<file path="config.mk">
export PLATFORM = sky130hd
export DESIGN_NAME = pipeline_issue_arb
export DESIGN_NICKNAME = d
export VERILOG_FILES = /design/src/rtl/pipeline_issue_pkg.sv /design/src/rtl/issue_fifo.sv /design/src/rtl/pipeline_issue_arb.sv
export SDC_FILE = /design/constraint.sdc
export NUM_CORES = 1
export LEC_CHECK = 0
export BUFFER_PORTS_ARGS = -buffer_cell sky130_fd_sc_hd__buf_2
export CAP_MARGIN = 20
export CORE_ASPECT_RATIO = 1.5
export CORE_MARGIN = 2
export CORE_UTILIZATION = 30
export CTS_CLUSTER_DIAMETER = 60
export DETAILED_ROUTE_END_ITERATION = 8
export PLACE_DENSITY = 0.45
export SLEW_MARGIN = 20
export SYNTH_ARGS = -nofsm -noshare
export SYNTH_HDL_FRONTEND = slang
export SYNTH_SLANG_ARGS = --single-unit
</file>
<file path="constraint.sdc">
create_clock -name clk -period 5.06 [get_ports clk]
set_clock_uncertainty 0.15 [all_clocks]
set_input_delay 1.012 -clock clk [delete_from_list [all_inputs] [get_ports clk]]
set_output_delay 1.012 -clock clk [all_outputs]
set_load 0.03 [all_outputs]
</file>
<file path="src/rtl/pipeline_issue_pkg.sv">
// rtl/pipeline_issue_pkg.sv - shared opcodes, NOP encoding, debug FSM states and decode helper
package pipeline_issue_pkg;

    localparam logic [1:0] OP_NOP = 2'b00;
    localparam logic [1:0] OP_ADD = 2'b01;
    localparam logic [1:0] OP_SUB = 2'b10;
    localparam logic [1:0] OP_AND = 2'b11;

    localparam logic [7:0] NOP_INST = 8'h00;

    typedef enum logic [1:0] {
        ST_IDLE  = 2'd0,
        ST_DRAIN = 2'd1,
        ST_READ  = 2'd2,
        ST_ACK   = 2'd3
    } dbg_state_t;

    typedef struct packed {
        logic       wen;
        logic [1:0] rd;
    } trk_slot_t;

    // Every opcode except NOP writes its rd field.
    function automatic logic inst_writes(input logic [7:0] inst);
        return inst[7:6] != OP_NOP;
    endfunction

endpackage

</file>
<file path="src/rtl/issue_fifo.sv">
// rtl/issue_fifo.sv - per-requester instruction FIFO with combinational head
module issue_fifo #(
    parameter int DEPTH = 4
) (
    input  logic       clk,
    input  logic       rst_n,
    input  logic       push,
    input  logic [7:0] push_data,
    input  logic       pop,
    output logic [7:0] pop_data,
    output logic       full,
    output logic       empty
);

    localparam int AW = $clog2(DEPTH);

    logic [7:0]  r_mem [DEPTH];
    logic [AW:0] r_wr_ptr;
    logic [AW:0] r_rd_ptr;
    logic        w_do_push;
    logic        w_do_pop;

    assign w_do_push = push & ~full;
    assign w_do_pop  = pop & ~empty;
    assign empty     = (r_wr_ptr == r_rd_ptr);
    assign full      = (r_wr_ptr[AW] != r_rd_ptr[AW]) &&
                       (r_wr_ptr[AW-1:0] == r_rd_ptr[AW-1:0]);
    assign pop_data  = r_mem[r_rd_ptr[AW-1:0]];

    // Pointer update; the extra MSB distinguishes full from empty.
    always_ff @(posedge clk or negedge rst_n) begin
        if (!rst_n) begin
            r_wr_ptr <= '0;
            r_rd_ptr <= '0;
        end else begin
            if (w_do_push) r_wr_ptr <= r_wr_ptr + 1'b1;
            if (w_do_pop)  r_rd_ptr <= r_rd_ptr + 1'b1;
        end
    end

    // Storage write; contents need no reset because the pointers gate visibility.
    always_ff @(posedge clk) begin
        if (w_do_push) r_mem[r_wr_ptr[AW-1:0]] <= push_data;
    end

endmodule

</file>
<file path="src/rtl/pipeline_issue_arb.sv">
// rtl/pipeline_issue_arb.sv - round-robin issue arbiter, write tracker and debug register-read FSM
module pipeline_issue_arb
    import pipeline_issue_pkg::*;
#(
    parameter int DEPTH = 4
) (
    input  logic       clk,
    input  logic       rst,
    input  logic       req0_valid,
    input  logic [7:0] req0_inst,
    output logic       req0_ready,
    input  logic       req1_valid,
    input  logic [7:0] req1_inst,
    output logic       req1_ready,
    input  logic       dbg_req,
    input  logic [1:0] dbg_addr,
    output logic       dbg_ack,
    output logic [7:0] dbg_data,
    output logic [7:0] inst_o,
    output logic [1:0] rf_addr_o,
    input  logic [7:0] rf_data_i,
    output logic       busy
);

    logic       w_full0, w_empty0, w_full1, w_empty1;
    logic [7:0] w_head0, w_head1;
    logic       w_push0, w_push1, w_pop0, w_pop1;
    logic       w_arb_en, w_grant0, w_grant1;
    logic [7:0] w_next_inst;
    trk_slot_t  w_next_slot0;
    logic       w_hit;

    dbg_state_t r_state;
    logic       r_rr_last;
    logic [7:0] r_inst;
    trk_slot_t  r_trk0, r_trk1;
    // The oldest slot only needs its valid bit: it retires on the next edge,
    // so its rd never matters for the post-shift drain check.
    logic       r_trk2_wen;
    logic [1:0] r_rf_addr;
    logic [7:0] r_dbg_data;
    logic       r_dbg_ack;

    assign w_push0    = req0_valid & ~w_full0;
    assign w_push1    = req1_valid & ~w_full1;
    assign req0_ready = ~w_full0;
    assign req1_ready = ~w_full1;

    issue_fifo #(.DEPTH(DEPTH)) u_fifo0 (
        .clk       (clk),
        .rst_n     (rst),
        .push      (w_push0),
        .push_data (req0_inst),
        .pop       (w_pop0),
        .pop_data  (w_head0),
        .full      (w_full0),
        .empty     (w_empty0)
    );

    issue_fifo #(.DEPTH(DEPTH)) u_fifo1 (
        .clk       (clk),
        .rst_n     (rst),
        .push      (w_push1),
        .push_data (req1_inst),
        .pop       (w_pop1),
        .pop_data  (w_head1),
        .full      (w_full1),
        .empty     (w_empty1)
    );

    // Round-robin grant among non-empty FIFOs; NOP when nothing is granted.
    always_comb begin
        w_arb_en = (r_state == ST_IDLE) || (r_state == ST_ACK);
        w_grant1 = w_arb_en && !w_empty1 && (w_empty0 || !r_rr_last);
        w_grant0 = w_arb_en && !w_empty0 && !w_grant1;
        w_pop0   = w_grant0;
        w_pop1   = w_grant1;
        if (w_grant1)      w_next_inst = w_head1;
        else if (w_grant0) w_next_inst = w_head0;
        else               w_next_inst = NOP_INST;
        w_next_slot0.wen = inst_writes(w_next_inst);
        w_next_slot0.rd  = w_next_inst[1:0];
    end

    // Pending write to the captured register in the tracker as it will look after this edge.
    assign w_hit = (w_next_slot0.wen && (w_next_slot0.rd == r_rf_addr)) ||
                   (r_trk0.wen && (r_trk0.rd == r_rf_addr)) ||
                   (r_trk1.wen && (r_trk1.rd == r_rf_addr));

    // Issue register, round-robin pointer and tracker shift (slot 0 mirrors inst_o).
    always_ff @(posedge clk or negedge rst) begin
        if (!rst) begin
            r_inst     <= NOP_INST;
            r_rr_last  <= 1'b1;
            r_trk0     <= '0;
            r_trk1     <= '0;
            r_trk2_wen <= 1'b0;
        end else begin
            r_inst     <= w_next_inst;
            if (w_grant0)      r_rr_last <= 1'b0;
            else if (w_grant1) r_rr_last <= 1'b1;
            r_trk0     <= w_next_slot0;
            r_trk1     <= r_trk0;
            r_trk2_wen <= r_trk1.wen;
        end
    end

    // Debug read FSM: capture address, drain writes to it, sample the register file, pulse ack.
    always_ff @(posedge clk or negedge rst) begin
        if (!rst) begin
            r_state    <= ST_IDLE;
            r_rf_addr  <= 2'd0;
            r_dbg_data <= 8'h00;
            r_dbg_ack  <= 1'b0;
        end else begin
            case (r_state)
                ST_IDLE: begin
                    if (dbg_req) begin
                        r_state   <= ST_DRAIN;
                        r_rf_addr <= dbg_addr;
                    end
                end
                ST_DRAIN: begin
                    if (!w_hit) r_state <= ST_READ;
                end
                ST_READ: begin
                    r_dbg_data <= rf_data_i;
                    r_dbg_ack  <= 1'b1;
                    r_state    <= ST_ACK;
                end
                ST_ACK: begin
                    r_dbg_ack <= 1'b0;
                    r_state   <= ST_IDLE;
                end
                default: r_state <= ST_IDLE;
            endcase
        end
    end

    assign inst_o    = r_inst;
    assign rf_addr_o = r_rf_addr;
    assign dbg_data  = r_dbg_data;
    assign dbg_ack   = r_dbg_ack;
    assign busy      = !w_empty0 || !w_empty1 || r_trk0.wen || r_trk1.wen ||
                       r_trk2_wen || (r_state != ST_IDLE);

endmodule

</file>
=== Word level (Yosys, flattened, before mapping) ===
Memory sizes are Yosys's and may differ from the RTL's.
Index checks and enable logic that the tools add are counted.

* $add $sub $neg: 4
* Multiply operators: 0
* Div/mod/pow operators: 0
* Order comparisons: 0
* Eq/ne operators: 14
* Shifts and indexed selects: 0
* Muxes and demuxes: 12
* Bitwise operators: 10
* Reduce and logical (&&, ||, !) cells: 29

{| class="wikitable"
|+ Operators by type and width
! cell !! number
|-
| $mux W8 || 2
|-
| $add A3 B1 Y3 const B || 4
|-
| $eq A2 B2 Y1 || 5
|-
| $logic_and A1 B1 Y1 || 9
|-
| $logic_or A1 B1 Y1 || 9
|-
| $pmux W2 S4 || 1
|-
| $reduce_bool A2 Y1 || 4
|-
| $and A1 B1 Y1 || 6
|-
| $eq A3 B3 Y1 || 2
|-
| $mux W1 || 6
|-
| $eq A2 B2 Y1 const B || 2
|-
| $logic_not A1 Y1 || 4
|-
| $mux W2 || 2
|-
| $ne A2 B2 Y1 const B || 2
|-
| $not A1 Y1 || 4
|-
| $reduce_and A2 Y1 || 2
|-
| $eq A2 B1 Y1 const B || 1
|-
| $logic_not A2 Y1 || 1
|-
| $ne A1 B1 Y1 || 2
|-
| $pmux W1 S2 || 1
|}

* Register bits after elaboration: 41
* Latch bits: 0
* Bits in writable memories: 64
* ROM bits: 0
* Input port bits: 31
* Output and inout port bits: 22
* Logic and storage cells: 86
* Memories: 2

{| class="wikitable"
|+ Memories
! name !! words !! width !! read ports !! clocked after memory_dff !! write ports !! RTL line !! text
|-
| u_fifo0.r_mem || 4 || 8 || 1 || 0 || 1 || issue_fifo.sv:17 || <nowiki>logic [7:0] r_mem [DEPTH];</nowiki>
|-
| u_fifo1.r_mem || 4 || 8 || 1 || 0 || 1 || issue_fifo.sv:17 ||
|}

=== Depth between registers and ports, before layout ===
* Depth after elaboration: 14
* Mapped depth: 8
* Depth with buffers taken out: 7

=== By module ===
Synthesis repeated with hierarchy kept, for this count alone.

* Cell total of the unflattened synthesis: 277
* Area total of the unflattened synthesis: 4614.4 µm²

{| class="wikitable"
|+ Modules (own cells, without submodules)
! module !! instances !! cells an instance !! area an instance (µm²) !! sequential area each (µm²)
|-
| issue_fifo at u_fifo1 || 1 || 90 || 1695.4 || 1111.1
|-
| issue_fifo at u_fifo0 || 1 || 90 || 1660.3 || 1111.1
|-
| pipeline_issue_arb || 1 || 97 || 1258.7 || 676.9
|}

=== Worst setup path before layout ===
OpenSTA, ideal clock, no wires.

* Kind: register -> output
* From: register u_fifo0.r_rd_ptr[1]
* To: output port busy
* Arrival time: 1.366 ns
* Slack: 2.532 ns
* Cell stages (with the launch flop): 5
* Buffers on the path: 1
* Cell sequence: dfrtp_1 > buf_2 > xor2_1 > nor3_2 > nand3_1

* Word-level cells in the longest chain between the ends: 7

{| class="wikitable"
|+ Ends and longest elaborated chain
! item !! RTL line !! text
|-
| from (decl) || issue_fifo.sv:19 || <nowiki>logic [AW:0] r_rd_ptr;</nowiki>
|-
| from (signal assigned) || issue_fifo.sv:37 || <nowiki>if (w_do_pop) r_rd_ptr <= r_rd_ptr + 1'b1;</nowiki>
|-
| $eq A3 B3 Y1 || issue_fifo.sv:25 || <nowiki>assign empty = (r_wr_ptr == r_rd_ptr);</nowiki>
|-
| $logic_not A1 Y1 || pipeline_issue_arb.sv:144 || <nowiki>assign busy = !w_empty0 || !w_empty1 || r_trk0.wen || r_trk1.wen ||</nowiki>
|-
| $logic_or A1 B1 Y1 (4 in series) || pipeline_issue_arb.sv:144 ||
|-
| $logic_or A1 B1 Y1 || pipeline_issue_arb.sv:145 || <nowiki>r_trk2_wen || (r_state != ST_IDLE);</nowiki>
|-
| to (decl) || pipeline_issue_arb.sv:22 || <nowiki>output logic busy</nowiki>
|}

No other way between the ends.

=== Worst setup path in the final report ===
* From: register u_fifo0.r_rd_ptr[0]
* To: output port busy

Same word-level chain as after synthesis.

==> reports/metrics.csv <==
stage,metric,value,unit
power_and_ir_drop,power_density,691.3,nW/µm²
clock_tree,clockBufferDepth,2,
synth,synth.avg_cell_area,16.68,µm²
die,io_pins,53,
sta,timing.hold.ws,0.2716,ns
clock_tree,clk_pin_slew_worst_paths,0.07,ns
run,cap_violations,0,
synth,synth_cell_types,43,
placement,portBuffers,52,
synth,yosysWarnings,0,
setup_path,worst_setup_path_end_kind,primary output,
grt,antenna_found_initial,0,
routing,drt-total-wl,8263,µm
clock_tree,htreeDepth,3,
power_and_ir_drop,p_seq_share,39.2,%
clock_tree,post_cts_buffers,0,
placement,post-dp-hpwl,5870,µm
routing,ant_nets,0,
setup_path,cp_cell_sequence,"xor2_1, nor3_2, nand3_1, buf_2",
clock_tree,cts_resized,0,
sta,grt_setup_unrepaired,no,
synth,synth_top_cell_by_area,edfxtp_1,
routing,via_per_inst,4.515,
sta,setup_tns,0,ns
sta,tightest_slew,0.8780,ns
placement,place.gp.congestion,0.7769,
synth,synth_seq_cells,103,
die,rows,53,
cells_and_area,seq_area,2899,µm²
synth,syn_area,4354,µm²
sta,relSlewSlack,41.47,%
grt,grt_max_degree,40,
synth,ys_seq_area_share,66.58,%
run_status,status,"finished, final reports clean",
grt,grt_pass1_wl,13190,µm
power_and_ir_drop,switching_share,37.75,%
grt,grt-ovfl-total,0,
cells_and_area,utilization,36.29,%
cells_and_area,n_antenna_cell,0,
sta,hold_violations,0,
grt,grt_pass1_vias,2435,
die,die_h,151.6,µm
setup_path,cp.arrival,2.11,ns
power_and_ir_drop,combPwrFrac,39.2,%
synth,syn-num-nets,307,
sta,period_minus_slack,3.275,ns
setup_path,critPathRequiredTime,3.90,ns
die,coreArea,14120,µm²
synth,synthTopCellsByArea,"edfxtp_1 (44%), dfrtp_1 (22%), mux4_2 (4.7%)",
setup_path,slowest_stage,dfrtp_1,
sta,drv_slew,0,
clock_tree,numClockSinks,103,
routing,post-route-drc-count,0,
cells_and_area,n_fill_cell,1374,
power_and_ir_drop,intPower,0.002206,W
die,die_w,102.4,µm
grt,grt.total_usage,11.74,%
synth,synthCells,261,
sta,fmax,305.3,MHz
power_and_ir_drop,power.net_switching,0.001338,W
sta,fin_ws,1.785,ns
setup_path,cp_max_fo,11,
clock_tree,clkLatencyLatePin,0.35,ns
routing,dr_total_vias,2307,
placement,place_area,4796,µm²
cells_and_area,multiInputGateArea,1370,µm²
cells_and_area,stdcell_area,5126,µm²
clock_tree,postCtsHoldBufs,0,
cells_and_area,layout-drive-gt1-share,29.78,%
routing,wl_per_cell,16.17,µm
clock_tree,cts_buffers,9,
routing,drtPass1Iterations,4,
placement,pre_cts_slack,2.062,ns
clock_tree,cts_tree,built,
sta,setup_violations,0,
synth,synth_top_area_share,44.14,%
power_and_ir_drop,vdd_drop_max,0.0001772,V
sta,min_period_over_period,64.73,%
setup_path,start_kind,flop,
clock_tree,cts-root-buf,clkbuf_16,
cells_and_area,final_nets,360,
min_path,worstHoldPathType,reg2reg,
cells_and_area,area_delta_synth_final,17.73,%
power_and_ir_drop,p_clk_share,21.5,%
setup_path,slowest_delay,0.75,ns
setup_path,crit_type,reg2out,
die,start_util,30.83,%
routing,drtIter0Drc,55,
die,die_area,15510,µm²
power_and_ir_drop,p_leak,2.016,nW
synthesized netlist by cell type, drive strengths merged:
master / number
nor4b: 1
o41ai: 1
a22o: 4
nor2: 13
o2bb2ai: 1
o22a: 1
or3: 3
a31oi: 1
nor2b: 4
edfxtp: 64
xnor2: 8
clkbuf: 4
a22oi: 2
nor3: 5
o2111a: 1
a2111oi: 1
nand2: 8
inv: 7
a21oi: 2
xor2: 11
dfrtp: 38
o31a: 2
and2: 3
mux2: 12
and3: 10
nand3: 4
mux4: 16
ha: 15
nand2b: 1
buf: 6
o21ai: 6
o31ai: 2
a211o: 1
a2111o: 1
dfstp: 1
a21boi: 1
per-stage QoR:
step / total power [W] / instances
2_1_floorplan: 0.002455 / 261
3_3_place_gp: 0.002829 / 495
3_5_place_dp: 0.002838 / 495
4_1_cts: 0.003611 / 511
5_1_grt: 0.003799 / 511
6_report: 0.003544 / 511
critical path, delay by kind of cell, from the launching register on:
kind | cells | cell delay (ns)
flops | 1 | 0.75
simple gates | 2 | 0.54
xor+xnor | 1 | 0.26
buf+inv | 1 | 0.21
cell type report:
| type | count | share of cell area, % |
|---|---|---|
| multi-input cells | 141 | 26.73 |
| clock inverters | 7 | 2.050 |
| inverters | 7 | 0.5126 |
| repair buffers | 52 | 5.077 |
| well taps | 192 | 4.686 |
| clock buffers | 9 | 4.393 |
| flip-flops and latches | 103 | 56.55 |
layer usage:
layer / wire length (µm) / global-route usage [%]
met5: 0 / 0
met1: 3421 / 13.68
met2: 4352 / 20.49
met3: 323 / 2.752
met4: 165 / 5.000
cell families (layout without fill, tap and decap cells):
family	after synthesis	in the layout	share of synthesized area, %
AO/OA/AOI/OAI	27	27	4.770
XOR/XNOR	19	19	3.822
adder cells (fa/ha/maj)	15	15	4.310
buffers and inverters	17	75	1.954
flip-flops	103	103	66.58
multiplexers	28	28	11.98
AND/OR/NAND/NOR	52	52	6.581
flip-flops by register name, indices dropped and copies added (netlist names):
signal	cells
r_trk2_wen	1
dbg_data	8
u_fifo0.r_mem	32
r_trk0	2
u_fifo1.r_mem	32
r_trk1	3
r_state	2
u_fifo1.r_rd_ptr	3
dbg_ack	1
r_rr_last	1
u_fifo0.r_rd_ptr	3
u_fifo0.r_wr_ptr	3
inst_o	7
u_fifo1.r_wr_ptr	3
rf_addr_o	2
power by group through the flow:
stage          clock, W  combinational, W  sequential, W
2_1_floorplan         0           0.00103        0.00143
3_3_place_gp          0           0.00141        0.00142
3_5_place_dp          0           0.00142        0.00142
4_1_cts        0.000782           0.00143        0.00140
5_1_grt        0.000817           0.00155        0.00143
6_report       0.000763           0.00139        0.00139
placed cells by master, fill, tap and decap left out, types with 2 or more instances in the layout:
| cell | Yosys | final |
|---|---|---|
| edfxtp_1 | 64 | 64 |
| a22o_1 | 4 | 4 |
| mux4_1 | 7 | 7 |
| nor2b_1 | 3 | 3 |
| nor3_1 | 3 | 3 |
| dfrtp_1 | 38 | 38 |
| clkinv_4 | 0 | 2 |
| a22oi_1 | 2 | 2 |
| clkbuf_16 | 0 | 9 |
| o31a_1 | 2 | 2 |
| nand3_1 | 4 | 4 |
| a21oi_1 | 2 | 2 |
| buf_2 | 2 | 52 |
| nor3_2 | 2 | 2 |
| o21ai_0 | 6 | 6 |
| and3_1 | 9 | 9 |
| and2_1 | 3 | 3 |
| bufinv_16 | 0 | 2 |
| ha_1 | 15 | 15 |
| xnor2_1 | 8 | 8 |
| nand2_1 | 8 | 8 |
| mux2_2 | 12 | 12 |
| xor2_1 | 11 | 11 |
| or3_1 | 3 | 3 |
| mux4_2 | 9 | 9 |
| inv_1 | 7 | 7 |
| nor2_1 | 13 | 13 |
worst paths after layout:
| check | startpoint | endpoint | slack, ns | cells after the start |
|---|---|---|---|---|
| min in group asynchronous | rst | dbg_data[5]$_DFFE_PN0P_ | 0.63 | 1 |
| min | r_trk0[0]$_DFF_PN0_ | r_trk1[0]$_DFF_PN0_ | 0.27 | 0 |
| max reg2reg | u_fifo0.r_rd_ptr[0]$_DFFE_PN0P_ | u_fifo1.r_rd_ptr[1]$_DFFE_PN0P_ | 2.19 | 5 |
| max in group asynchronous | rst | inst_o[5]$_DFF_PN0_ | 3.58 | 1 |
| max | u_fifo0.r_rd_ptr[0]$_DFFE_PN0P_ | busy | 1.78 | 4 |
| min reg2reg | r_trk0[0]$_DFF_PN0_ | r_trk1[0]$_DFF_PN0_ | 0.27 | 0 |
Note: power is estimated with default switching activity, not from simulation.
